--- src/rtl/can_rx_hex_formatter_if.sv ---
// Byte-wise CAN receive stream in, ASCII character stream out.
// master = formatter side, slave = CAN controller / UART side.
interface can_rx_hex_formatter_if;
  logic        rx_valid;
  logic        rx_last;
  logic [7:0]  rx_data;
  logic [28:0] rx_id;
  logic        rx_ide;
  logic        o_tvalid;
  logic        o_tready;
  logic [7:0]  o_tdata;

  modport master (
    input  rx_valid, rx_last, rx_data, rx_id, rx_ide, o_tready,
    output o_tvalid, o_tdata
  );

  modport slave (
    output rx_valid, rx_last, rx_data, rx_id, rx_ide, o_tready,
    input  o_tvalid, o_tdata
  );
endinterface

--- src/rtl/can_rx_hex_formatter.sv ---
// Buffers one received CAN frame and emits it as an uppercase hex ASCII line.
// Optional CAN_HEX_FMT_SPACE_EN inserts a space between consecutive data bytes.
module can_rx_hex_formatter #(
  parameter int MAX_BYTES = 8
) (
  input  logic                          clk,
  input  logic                          rst,
  can_rx_hex_formatter_if.master        bus,
  output logic [15:0]                   drop_cnt,
  output logic                          busy
);
  typedef enum logic [3:0] {
    S_IDLE, S_COLLECT, S_PREFIX, S_ID, S_COLON, S_DATA,
`ifdef CAN_HEX_FMT_SPACE_EN
    S_SPACE,
`endif
    S_CR, S_LF
  } state_t;

  localparam logic [3:0] MAX_CNT  = 4'(MAX_BYTES);
  localparam logic [7:0] CH_S     = 8'h53;
  localparam logic [7:0] CH_X     = 8'h58;
  localparam logic [7:0] CH_COLON = 8'h3A;
  localparam logic [7:0] CH_CR    = 8'h0D;
  localparam logic [7:0] CH_LF    = 8'h0A;
`ifdef CAN_HEX_FMT_SPACE_EN
  localparam logic [7:0] CH_SP    = 8'h20;
`endif

  state_t      state_q, state_d;
  logic [3:0]  dig_q, dig_d, dig_nxt;
  logic [3:0]  cnt_q, cnt_d;
  logic [3:0]  id_last;
  logic [4:0]  data_last;
  logic [28:0] id_q;
  logic        ide_q;
  logic [7:0]  bytes_q [8];
  logic        tvalid_q, tvalid_d;
  logic [7:0]  tdata_q, tdata_d;
  logic [15:0] drop_q, drop_d;
  logic        store, latch_id, hs;
  logic [31:0] id_al;
  logic [7:0]  byte_nxt;
  logic [3:0]  id_nib0, id_nib_nxt, data_nib0, data_nib_nxt;

  function automatic logic [7:0] hex_char(input logic [3:0] n);
    return (n < 4'd10) ? (8'h30 + {4'h0, n}) : (8'h37 + {4'h0, n});
  endfunction

  assign hs        = tvalid_q & bus.o_tready;
  assign dig_nxt   = dig_q + 4'd1;
  assign id_last   = ide_q ? 4'd7 : 4'd2;
  assign data_last = {cnt_q, 1'b0} - 5'd1;

  // Left-align the ID so digit k is always the k-th nibble from the top.
  assign id_al        = ide_q ? {3'b000, id_q} : {1'b0, id_q[10:0], 20'h0};
  assign id_nib0      = id_al[31:28];
  assign id_nib_nxt   = 4'(id_al >> {~dig_nxt[2:0], 2'b00});
  assign byte_nxt     = bytes_q[dig_nxt[3:1]];
  assign data_nib0    = bytes_q[0][7:4];
  assign data_nib_nxt = dig_nxt[0] ? byte_nxt[3:0] : byte_nxt[7:4];

  always_comb begin
    state_d  = state_q;
    dig_d    = dig_q;
    cnt_d    = cnt_q;
    tvalid_d = tvalid_q;
    tdata_d  = tdata_q;
    drop_d   = drop_q;
    store    = 1'b0;
    latch_id = 1'b0;
    unique case (state_q)
      S_IDLE, S_COLLECT: begin
        if (bus.rx_valid) begin
          store = (cnt_q < MAX_CNT);
          if (store) cnt_d = cnt_q + 4'd1;
          if (bus.rx_last) begin
            latch_id = 1'b1;
            state_d  = S_PREFIX;
            tvalid_d = 1'b1;
            tdata_d  = bus.rx_ide ? CH_X : CH_S;
          end else begin
            state_d = S_COLLECT;
          end
        end
      end
      default: begin
        if (bus.rx_valid && bus.rx_last && (drop_q != 16'hFFFF))
          drop_d = drop_q + 16'd1;
        // Each emit state loads the following character on the handshake.
        if (hs) begin
          case (state_q)
            S_PREFIX: begin
              state_d = S_ID;
              dig_d   = '0;
              tdata_d = hex_char(id_nib0);
            end
            S_ID: begin
              if (dig_q == id_last) begin
                state_d = S_COLON;
                tdata_d = CH_COLON;
              end else begin
                dig_d   = dig_nxt;
                tdata_d = hex_char(id_nib_nxt);
              end
            end
            S_COLON: begin
              if (cnt_q == 4'd0) begin
                state_d = S_CR;
                tdata_d = CH_CR;
              end else begin
                state_d = S_DATA;
                dig_d   = '0;
                tdata_d = hex_char(data_nib0);
              end
            end
            S_DATA: begin
              if ({1'b0, dig_q} == data_last) begin
                state_d = S_CR;
                tdata_d = CH_CR;
`ifdef CAN_HEX_FMT_SPACE_EN
              end else if (dig_q[0]) begin
                state_d = S_SPACE;
                tdata_d = CH_SP;
`endif
              end else begin
                dig_d   = dig_nxt;
                tdata_d = hex_char(data_nib_nxt);
              end
            end
`ifdef CAN_HEX_FMT_SPACE_EN
            S_SPACE: begin
              state_d = S_DATA;
              dig_d   = dig_nxt;
              tdata_d = hex_char(data_nib_nxt);
            end
`endif
            S_CR: begin
              state_d = S_LF;
              tdata_d = CH_LF;
            end
            S_LF: begin
              state_d  = S_IDLE;
              tvalid_d = 1'b0;
              cnt_d    = '0;
            end
            default: ;
          endcase
        end
      end
    endcase
  end

  always_ff @(posedge clk) begin
    if (rst) begin
      state_q  <= S_IDLE;
      dig_q    <= '0;
      cnt_q    <= '0;
      tvalid_q <= 1'b0;
      tdata_q  <= '0;
      drop_q   <= '0;
      id_q     <= '0;
      ide_q    <= 1'b0;
    end else begin
      state_q  <= state_d;
      dig_q    <= dig_d;
      cnt_q    <= cnt_d;
      tvalid_q <= tvalid_d;
      tdata_q  <= tdata_d;
      drop_q   <= drop_d;
      if (latch_id) begin
        id_q  <= bus.rx_id;
        ide_q <= bus.rx_ide;
      end
    end
  end

  always_ff @(posedge clk) begin
    if (store) bytes_q[cnt_q[2:0]] <= bus.rx_data;
  end

  assign bus.o_tvalid = tvalid_q;
  assign bus.o_tdata  = tdata_q;
  assign drop_cnt     = drop_q;
  assign busy         = (state_q != S_IDLE) && (state_q != S_COLLECT);
endmodule

--- src/flat_wrapper.sv ---
// flat-port wrapper written by rule: the top's interface ports become plain ports
module can_rx_hex_formatter_flat 
#(
  parameter int MAX_BYTES = 8
)
  (clk, rst, drop_cnt, busy, bus_rx_valid, bus_rx_last, bus_rx_data, bus_rx_id, bus_rx_ide, bus_o_tready, bus_o_tvalid, bus_o_tdata);
  can_rx_hex_formatter_if bus_i ();
  input  logic clk;
  input  logic rst;
  output logic [15:0] drop_cnt;
  output logic busy;
  input wire logic [$bits(bus_i.rx_valid)-1:0] bus_rx_valid;
  input wire logic [$bits(bus_i.rx_last)-1:0] bus_rx_last;
  input wire logic [$bits(bus_i.rx_data)-1:0] bus_rx_data;
  input wire logic [$bits(bus_i.rx_id)-1:0] bus_rx_id;
  input wire logic [$bits(bus_i.rx_ide)-1:0] bus_rx_ide;
  input wire logic [$bits(bus_i.o_tready)-1:0] bus_o_tready;
  output wire logic [$bits(bus_i.o_tvalid)-1:0] bus_o_tvalid;
  output wire logic [$bits(bus_i.o_tdata)-1:0] bus_o_tdata;
  assign bus_i.rx_valid = bus_rx_valid;
  assign bus_i.rx_last = bus_rx_last;
  assign bus_i.rx_data = bus_rx_data;
  assign bus_i.rx_id = bus_rx_id;
  assign bus_i.rx_ide = bus_rx_ide;
  assign bus_i.o_tready = bus_o_tready;
  assign bus_o_tvalid = bus_i.o_tvalid;
  assign bus_o_tdata = bus_i.o_tdata;
  can_rx_hex_formatter #(.MAX_BYTES(MAX_BYTES)) u_core (.clk(clk), .rst(rst), .bus(bus_i), .drop_cnt(drop_cnt), .busy(busy));
endmodule
--- config.mk ---
export PLATFORM = sky130hd
export DESIGN_NAME = can_rx_hex_formatter_flat
export DESIGN_NICKNAME = d
export VERILOG_FILES = /design/src/rtl/can_rx_hex_formatter_if.sv /design/src/rtl/can_rx_hex_formatter.sv /design/src/flat_wrapper.sv
export SDC_FILE = /design/constraint.sdc
export NUM_CORES = 1
export LEC_CHECK = 0
export ABC_AREA = 1
export ABC_CLOCK_PERIOD_IN_PS = 2980
export CORE_ASPECT_RATIO = 0.5
export CORE_UTILIZATION = 25
export CTS_CLUSTER_SIZE = 8
export DETAILED_ROUTE_END_ITERATION = 8
export GPL_TIMING_DRIVEN = 0
export HOLD_SLACK_MARGIN = 0.1
export SLEW_MARGIN = 20
export SYNTH_ARGS = -nofsm -noshare
export SYNTH_HDL_FRONTEND = slang
export SYNTH_SLANG_ARGS = --single-unit
--- constraint.sdc ---
create_clock -name clk -period 2.98 [get_ports clk]
set_input_delay 0.596 -clock clk [delete_from_list [all_inputs] [get_ports clk]]
set_output_delay 0.596 -clock clk [all_outputs]
set_load 0.03 [all_outputs]
==> summary.md, run 1 <==
| Metric | Value |
|---|---|
| Final setup vio count | `0` |
| Crit share post-route | `0.910` |
| Rows | `41` |
| Vias per inst | `4.47` |
| Syn-to-layout area delta | `25.6%` |
| #FFs+latches synth | `129` |
| Worst Hold Class | `primary input to flip-flop` |
| EDFF count, synth | `64` |
| # Post-CTS Setup Buffers | `0` |
| Combinational power share | `0.113` |
| Antenna viol nets, final | `0` |
| H-tree Lvls | `4` |
| Die span in y | `116 µm` |
| TritonRoute pass-1 iters | `5` |
| Hold_sp | `rst` |
| Distinct cells, synth | `46` |
| Maximum clock frequency | `369 MHz` |
| Initial core utilization | `0.257` |
| Synthesized area per cell | `7.86 µm²` |
| Initial antenna violation count | `0` |
| Critical-path maximum fanout | `10` |
| Dpl ws | `-0.276 ns` |
| # resized after CTS | `0` |
| Die Area | `26800 µm²` |
| WP data arrival | `3.08 ns` |
| Most common cell after layout, fill and taps aside | `nand2_1` |
| Top cells by area, synth | `edfxtp_1 (29%), dfxtp_1 (20%), nand2_1 (12%)` |
| GR Overflow Total | `0` |
| Startpoint Class | `flip-flop` |
| Final WS setup | `0.269 ns` |
| Fin cells | `1273` |
| Peak VDD IR | `416 µV` |
| CP Class | `flip-flop to flip-flop` |
| DRT iter0 DRCs | `349` |
| Via count | `5694` |
| Synth area leader | `edfxtp_1` |
| Switching power | `1.12 mW` |
| Most frequent cells in the layout | `nand2_1 (210), nor2_1 (107), inv_1 (82)` |
| Power per Cell Area | `545 nW/µm²` |
| Hpwl dp | `13600 µm` |
| Gate Count Post-Synth | `831` |
| Worst-path clk slew | `0.06 ns` |
| Setup repair after global routing missed its margin | `no` |
| Vias in the first global route | `5672` |
| Port Buf Inserts | `66` |
| Sequential power share | `0.442` |
| Clk_skew | `0.00577 ns` |
| Final hold vios | `0` |
| I/O pin cnt | `69` |
| Utilization after layout | `0.322` |
| Worst hold margin | `0.411 ns` |
| Cts hold-fix bufs | `0` |
| Post-synthesis sequential area ratio | `0.494` |
| Ys flop type | `dfxtp_1` |
| Async S/R FF share, synth | `0` |
| Least-Margin Pin Slew | `0.859 ns` |
| Syn Nets | `882` |
| TritonCTS clock tree | `yes` |
| Yosys warnings | `0` |
| Internal Power | `3.35 mW` |
| Top cell type's share of synthesized area | `0.294` |
| CTS root buf | `clkbuf_16` |
| Crit end category | `flip-flop` |
| Leakage dissipation | `3.14 nW` |
| Detailed-route DRC error count | `0` |
| Clock Tree Buf Depth | `2` |
| Drt wl/cell | `14.5 µm` |
| Slew Limit Fails | `0` |
| Max-cap violations | `0` |
| Normalized max-slew margin | `0.425` |
| Largest net degree at the start of global routing | `17` |
| Antenna diode count | `0` |
| First-pass GRT wire length | `29400 µm` |
| CTS buffer count | `17` |
| Final net count | `967` |
| Total wire length | `18500 µm` |
| Fin crit period | `2.71 ns` |
| Worst r2r src | `u_core.dig_q[0]` |
| Core area | `25400 µm²` |
| Synthesized area | `6530 µm²` |
| Worst-Skew Late Latency | `0.42 ns` |
| Cells after DPL | `1241` |
| Clock network power share | `0.445` |
| Share of cells above drive strength 1 | `0.108` |
| Sink Count | `129` |
| Worst EP required | `3.34 ns` |
| Sw frac | `0.251` |
| RePlAce Congestion | `0.873` |
| Total GRT Usage | `0.143` |
| Die Wd | `231 µm` |
| Worst setup path start | `u_core.dig_q[0]` |
| Run status | `completed` |
sequential cells by signal, indices dropped and copies added (netlist names):
register	cells
u_core.state_q	3
u_core.drop_cnt	16
u_core.dig_q	4
u_core.bus.o_tvalid	1
u_core.bytes_q	64
u_core.cnt_q	4
u_core.bus.o_tdata	7
u_core.id_q	29
u_core.ide_q	1
logic make-up after synthesis:
| family | count (synthesis) | share of synthesized area |
|---|---|---|
| adders and majority gates | 8 | 0.0153 |
| AOI/OAI and AO/OA | 147 | 0.128 |
| other | 1 | 0.000574 |
| buffers and inverters | 119 | 0.0837 |
| and+or+nand+nor | 425 | 0.276 |
| DFF | 129 | 0.494 |
| xor gates and xnor gates | 2 | 0.00268 |
cells in the mapped netlist, types with 2 or more instances:
master and count:
nand2_1 210, nor2_1 114, inv_1 82, o21ai_0 71, dfxtp_1 65, edfxtp_1 64
nand3_1 55, a21oi_1 41, clkbuf_1 10, o211ai_1 9, ha_1 8, nand2_2 8
nor2_2 8, nor3_1 8, a21oi_2 7, buf_4 7, nand4_1 7, buf_2 6
buf_6 6, inv_2 5, o21ai_1 5, or2_2 5, a22oi_1 4, and3_1 2
clkbuf_8 2, nor2_4 2
final cells by class:
cell class / count / area [µm²]
Buffer: 31 / 220
Clock buffer: 22 / 444
Clock inverter: 10 / 113
Fill cell: 2681 / 17200
Inverter: 88 / 332
Multi-Input combinational cell: 583 / 2780
Sequential cell: 129 / 3230
Tap cell: 344 / 430
Timing Repair Buffer: 66 / 661
worst paths after layout:
check / cells past startpoint / endpoint / slack [ns]
max: 17 / u_core.bus.o_tdata[2] / 0.27
min: 2 / u_core.drop_cnt[12] / 0.41
max reg2reg: 17 / u_core.bus.o_tdata[2] / 0.27
min reg2reg: 2 / u_core.id_q[13] / 0.46
power groups by stage:
| stage | combinational [mW] | sequential [mW] | clock, mW |
|---|---|---|---|
| 6_report | 0.506 | 1.98 | 1.99 |
| 5_1_grt | 0.568 | 1.98 | 2.10 |
| 4_1_cts | 0.505 | 1.98 | 2.02 |
| 3_5_place_dp | 0.502 | 2.01 | 0 |
| 3_3_place_gp | 0.492 | 2.01 | 0 |
| 2_1_floorplan | 0.301 | 2.02 | 0 |
worst max-delay path: stages, from the launching register on:
cell	delay (ns)
dfxtp_2	0.44
ha_1	0.26
buf_4	0.18
clkbuf_4	0.20
clkbuf_4	0.22
o21ai_0	0.18
nand2_1	0.07
nand3_1	0.08
nand3_1	0.08
nand2_1	0.11
inv_1	0.07
ha_1	0.19
or2_0	0.21
nand3_1	0.08
nand2_1	0.05
nand2_1	0.05
nand2_1	0.08
a21oi_2	0.11
metal layers:
metal  part of all wire  routed length (µm)  up-vias  global-route usage
met5                  0                   0        -                   0
met1               0.46                8510     2647               0.177
met3              0.048                 896       32              0.0339
met2               0.46                8570      123               0.239
met4              0.028                 519        0              0.0706
li1                   -                   -     2892                   -
per-stage QoR:
step           setup TNS (ns)  power [mW]  instance area (µm²)
4_1_cts                     0        4.50                 8180
5_1_grt                     0        4.65                 8200
3_5_place_dp            -8.30        2.51                 7620
6_report                    0        4.47                 8200
2_1_floorplan               0        2.32                 6530
3_3_place_gp            -4.38        2.50                 7620
(Power assumes the default switching activity.)
==> run 2, diff against run 1 <==
--- a/config.mk
+++ b/config.mk
@@ -7,6 +7,7 @@
 export LEC_CHECK = 0
 export ABC_AREA = 1
 export ABC_CLOCK_PERIOD_IN_PS = 2980
+export CAP_MARGIN = 25
 export CORE_ASPECT_RATIO = 0.5
 export CORE_UTILIZATION = 25
 export CTS_CLUSTER_SIZE = 8
==> summary.md, run 2 (synthesis gave the netlist of run 1 again) <==
| Metric | Value |
|---|---|
| Run status | `completed` |
| Critical path's most frequent cell | `nand2_1` |
| Power per Cell Area | `559 nW/µm² (+2.5%)` |
| Critical-path maximum fanout | `9 (-1)` |
| Most frequent cells in the layout | `nand2_1 (210), nor2_1 (114), inv_1 (82)` |
| First-pass GRT wire length | `29400 µm (about the same)` |
| Crit end category | `flip-flop` |
| Die span in y | `116 µm (unchanged)` |
| DRT iter0 DRCs | `385 (+10%)` |
| CP Class | `flip-flop to flip-flop` |
| CTS root buf | `clkbuf_16` |
| Antenna diode count | `0 (unchanged)` |
| Core area | `25400 µm² (unchanged)` |
| Normalized max-slew margin | `0.369 (-0.0569)` |
| Share of cells above drive strength 1 | `0.102 (-0.00560)` |
| Rows | `41 (unchanged)` |
| Fillers | `2675 (-0.22%)` |
| Detailed-route DRC error count | `0 (unchanged)` |
| CTS buffer count | `17 (unchanged)` |
| Worst Hold Class | `primary input to flip-flop` |
| TritonCTS clock tree | `yes` |
| Sink Count | `129 (unchanged)` |
| Max reg flops | `64 (unchanged)` |
| H-tree Lvls | `4 (unchanged)` |
| Least-Margin Pin Slew | `0.944 ns (+0.0850 ns)` |
| Startpoint Class | `flip-flop` |
| Leakage dissipation | `3.18 nW (+1.2%)` |
| Total GRT Usage | `0.143 (about the same)` |
| Clock Tree Buf Depth | `2 (unchanged)` |
| Fin crit period | `2.77 ns (+0.0571 ns)` |
| Cells after DPL | `1243 (+0.16%)` |
| Largest net degree at the start of global routing | `17 (unchanged)` |
| Syn-to-layout area delta | `26.0%` |
| Critical-path top delay cell | `nor2_1` |
| Via count | `5687 (-0.12%)` |
| Slowest Stage Delay on Critical Path | `0.73 ns (+0.29 ns)` |
| Max-cap violations | `0 (unchanged)` |
| WP data arrival | `2.82 ns (-0.26 ns)` |
| Worst-path clk slew | `0.06 ns (about the same)` |
| CP Cell Sequence | `nor2_2 -> inv_2 -> nand3_1 -> nand2_1 -> nand2_1 -> nor2_1 -> nand2_1 -> nor2_1` |
| Hpwl dp | `13700 µm (+1.1%)` |
| Final net count | `969 (+0.21%)` |
| Worst-Skew Late Latency | `0.43 ns (about the same)` |
| Slew Limit Fails | `0 (unchanged)` |
| Vias per inst | `4.46 (-0.28%)` |
| Peak VDD IR | `397 µV (-4.4%)` |
| Vias in the first global route | `5638 (-0.60%)` |
| Clk_skew | `0.00777 ns (+0.00200 ns)` |
| RePlAce Congestion | `0.873 (unchanged)` |
| Initial core utilization | `0.257 (unchanged)` |
| Crit share post-route | `0.929 (+0.0192)` |
| Final setup vio count | `0 (unchanged)` |
| Most common cell after layout, fill and taps aside | `nand2_1` |
| Dpl ws | `-0.159 ns (+0.116 ns)` |
| Die Area | `26800 µm² (unchanged)` |
| Worst EP required | `3.03 ns (-0.31 ns)` |
| Total wire length | `18500 µm (about the same)` |
| Die Wd | `231 µm (unchanged)` |
| Fin cells | `1275 (+0.16%)` |
| Port Buf Inserts | `66 (unchanged)` |
| TritonRoute pass-1 iters | `5 (unchanged)` |
| Drt wl/cell | `14.5 µm (-0.23%)` |
| Antenna viol nets, final | `0 (unchanged)` |
| Maximum clock frequency | `361 MHz (-2.1%)` |
| Final hold vios | `0 (unchanged)` |
| Final WS setup | `0.212 ns (-0.0571 ns)` |
| Initial antenna violation count | `0 (unchanged)` |
| I/O pin cnt | `69 (unchanged)` |
| GR Overflow Total | `0 (unchanged)` |
| Setup repair after global routing missed its margin | `yes` |
## run 2: cell count changes in the layout (fill, tap and decap cells not counted), moves of 2 or more
cell        before  now
nor2_1         107  114
nor2_2          15    8
buf_4            7   10
clkbuf_4         2    0
clkinvlp_4       5    3
## run 2: metrics by stage
step                      power (mW)  setup TNS, ns  area (µm²)  hold slack, ns   util
after floorplan                 2.32              0        6530           0.429      -
after global placement          2.50          -4.38        7620           0.448  0.300
after detailed placement        2.52          -3.04        7640           0.452  0.300
after CTS                       4.62              0        8230           0.405  0.323
after global routing            4.76         -0.624        8230           0.407  0.323
final                           4.60              0        8230           0.413  0.323
## run 2: area by class of cell
class | count | area, µm² | share of cell area
tap | 344 | 430 | 0.0523
sequential | 129 | 3220 | 0.392
inverter | 88 | 332 | 0.0403
timing repair buffer | 69 | 683 | 0.0830
buffer | 30 | 210 | 0.0255
clock inverter | 10 | 136 | 0.0166
multi-input combinational | 583 | 2760 | 0.335
clock buffer | 22 | 454 | 0.0552
## run 2: routing by layer
metal	wire (µm)	share of wire	track usage	up-vias
li1	-	-	-	2908
met1	8660	0.47	0.176	2638
met2	8590	0.46	0.245	119
met3	909	0.049	0.0381	22
met4	319	0.017	0.0499	0
met5	0	0	0	-
## run 2: worst paths after layout
path	start	end	slack, ns	cells after the start
min	rst	u_core.drop_cnt[6]	0.41	2
max	u_core.state_q[1]	u_core.bytes_q[5][7]	0.21	8
max reg2reg	u_core.state_q[1]	u_core.bytes_q[5][7]	0.21	8
min reg2reg	u_core.id_q[13]	u_core.id_q[13]	0.46	2
## run 2: report_power, final
part / internal (mW) / switching (mW)
Combinational: 0.190 / 0.316
Sequential: 1.93 / 0.0435
Clock: 1.33 / 0.783
Total: 3.46 / 1.14
## run 2: worst max-delay path: cells and delay by family (launching register included)
family | cells | cell delay, ns
buffers and inverters | 1 | 0.18
flip-flops | 1 | 0.48
AND/OR/NAND/NOR | 7 | 1.73
## run 2: what timing repair did
action / 4_1_cts / 5_1_grt
hold buffers: 0 / 0
hold endpoints to repair: 0 / 0
endpoints found under the setup margin: 0 / 25
resized for setup: 0 / 1
setup buffers: 0 / 0
==> run 3, diff against run 2 <==
--- a/config.mk
+++ b/config.mk
@@ -14,7 +14,6 @@
 export DETAILED_ROUTE_END_ITERATION = 8
 export GPL_TIMING_DRIVEN = 0
 export HOLD_SLACK_MARGIN = 0.1
-export SLEW_MARGIN = 20
 export SYNTH_ARGS = -nofsm -noshare
 export SYNTH_HDL_FRONTEND = slang
 export SYNTH_SLANG_ARGS = --single-unit
==> summary.md, run 3 (synthesis gave the netlist of run 1 again) <==
| Metric | Value |
|---|---|
| Run status | `completed` |
| GRT met1 Usage | `0.182 (+0.00550)` |
| RePlAce Congestion | `0.873 (unchanged)` |
| Initial core utilization | `0.257 (unchanged)` |
| Utilization after layout | `0.325 (+0.00113)` |
| Drt wl/cell | `14.5 µm (+0.34%)` |
| Sink Count | `129 (unchanged)` |
| Critical-path top delay cell | `dfxtp_2` |
| Maximum clock frequency | `371 MHz (+2.6%)` |
| Peak VDD IR | `390 µV (-1.8%)` |
| Worst-path clk slew | `0.05 ns (about the same)` |
| Critical path's most frequent cell | `nand2_1` |
| H-tree Lvls | `4 (unchanged)` |
| Fin Setup TNS | `0 ns (unchanged)` |
| Final WS setup | `0.282 ns (+0.0707 ns)` |
| Largest net degree at the start of global routing | `17 (unchanged)` |
| Most frequent cells in the layout | `nand2_1 (210), nor2_1 (111), inv_1 (82)` |
| Core area | `25400 µm² (unchanged)` |
| Die Wd | `231 µm (unchanged)` |
| Power per Cell Area | `563 nW/µm² (+0.76%)` |
| Dpl ws | `-0.199 ns (-0.0394 ns)` |
| Total wire length | `18500 µm (+0.34%)` |
| Clk_skew | `0.00697 ns (-0.000805 ns)` |
| GR Overflow Total | `0 (unchanged)` |
| Die Area | `26800 µm² (unchanged)` |
| Cell Area, Placed | `7640 µm² (about the same)` |
| CTS root buf | `clkbuf_16` |
| I/O pin cnt | `69 (unchanged)` |
| Initial antenna violation count | `0 (unchanged)` |
| Setup repair after global routing missed its margin | `no` |
| Vias in the first global route | `5744 (+1.9%)` |
| Syn-to-layout area delta | `26.5%` |
| Crit share post-route | `0.905 (-0.0237)` |
| Final hold vios | `0 (unchanged)` |
| Final net count | `969 (unchanged)` |
| M2 GR Usage | `0.246 (+0.000402)` |
| TritonCTS clock tree | `yes` |
| DRT iter0 DRCs | `391 (+1.6%)` |
| GR peak layer | `met2` |
| Fin crit period | `2.70 ns (-0.0707 ns)` |
| Slowest Stage Delay on Critical Path | `0.44 ns (-0.29 ns)` |
| Slew Limit Fails | `0 (unchanged)` |
| Leakage dissipation | `3.19 nW (+0.34%)` |
| Worst Hold Class | `primary input to flip-flop` |
| Startpoint Class | `flip-flop` |
| WP data arrival | `3.06 ns (+0.24 ns)` |
| Worst hold margin | `0.411 ns (-0.00179 ns)` |
| Crit end category | `flip-flop` |
| Fillers | `2673 (-0.075%)` |
| Via count | `5704 (+0.30%)` |
| Detailed-route DRC error count | `0 (unchanged)` |
| Least-Margin Pin Slew | `0.867 ns (-0.0763 ns)` |
| Max-cap violations | `0 (unchanged)` |
| Final setup vio count | `0 (unchanged)` |
| Worst EP required | `3.34 ns (+0.31 ns)` |
| Rows | `41 (unchanged)` |
| Final instance area | `8260 µm² (+0.35%)` |
| Share of cells above drive strength 1 | `0.104 (+0.00215)` |
| First-pass GRT wire length | `30000 µm (+2.0%)` |
| Clock Tree Buf Depth | `2 (unchanged)` |
| Most common cell after layout, fill and taps aside | `nand2_1` |
| Die span in y | `116 µm (unchanged)` |
| Antenna viol nets, final | `0 (unchanged)` |
| CP Class | `flip-flop to flip-flop` |
| Normalized max-slew margin | `0.420 (+0.0510)` |
| CTS buffer count | `17 (unchanged)` |
| TritonRoute pass-1 iters | `6 (+1)` |
| Max reg flops | `64 (unchanged)` |
| Pwr Total | `4.65 mW (+1.1%)` |
| Fin cells | `1275 (unchanged)` |
| CP Cell Sequence | `ha_1 -> buf_4 -> inv_2 -> buf_4 -> nand2_1 -> nand2_1 -> nand2_1 -> nand3_1 -> nand3_1 -> nand2_1 -> clkinv_2 -> ha_1 -> or2_0 -> nand3_1 -> nand2_1 -> nand2_1 -> nand2_1 -> a21oi_2` |
| Vias per inst | `4.47 (+0.30%)` |
| Critical-path maximum fanout | `10 (+1)` |
| Worst-Skew Late Latency | `0.43 ns (about the same)` |
| Cells after DPL | `1243 (unchanged)` |
| Total GRT Usage | `0.146 (+0.00217)` |
| Port Buf Inserts | `66 (unchanged)` |
| Hpwl dp | `13700 µm (about the same)` |
| Met3 usage | `0.0310 (-0.00708)` |
| Antenna diode count | `0 (unchanged)` |
==> run 3: cell count changes in the layout (fill, tap and decap cells not counted), sizes merged <==
cell      before  now
bufinv         3    4
clkinv         4    5
clkinvlp       3    1
==> run 3: area by class of cell <==
class	count	area [µm²]	area share
sequential	129	3230	0.391
multi-input combinational	583	2770	0.335
timing repair buffer	69	691	0.0836
clock buffer	22	444	0.0538
tap	344	430	0.0521
inverter	88	332	0.0401
buffer	30	210	0.0255
clock inverter	10	159	0.0192
==> run 3: worst max-delay path: cells and delay by family (launching register included) <==
family	cells	cell delay, ns
buffers and inverters	4	0.63
AO/OA/AOI/OAI	1	0.11
flip-flops	1	0.44
adder cells (fa/ha/maj)	2	0.48
AND/OR/NAND/NOR	11	0.97
==> run 3: what timing repair did <==
action	CTS	global route
gates resized for setup	0	5
setup buffers	0	0
hold buffers	0	0
setup endpoints to repair	0	27
==> run 3: report_power, final <==
group / switching [mW] / total, mW / internal [mW] / leakage [nW]
Clock: 0.771 / 2.17 / 1.40 / 0.290
Combinational: 0.316 / 0.506 / 0.190 / 1.79
Sequential: 0.0434 / 1.98 / 1.93 / 1.11
==> run 3: path summary, 6_finish.rpt <==
path	from	end	slack, ns	cells past startpoint
max	u_core.dig_q[0]	u_core.bus.o_tdata[2]	0.28	18
min	rst	u_core.drop_cnt[13]	0.41	2
max reg2reg	u_core.dig_q[0]	u_core.bus.o_tdata[2]	0.28	18
min reg2reg	u_core.id_q[13]	u_core.id_q[13]	0.46	2
==> run 3: layer usage <==
| metal | vias to the layer above | wire, µm |
|---|---|---|
| met5 | - | 0 |
| met1 | 2662 | 8680 |
| li1 | 2895 | - |
| met2 | 121 | 8660 |
| met3 | 26 | 793 |
| met4 | 0 | 408 |
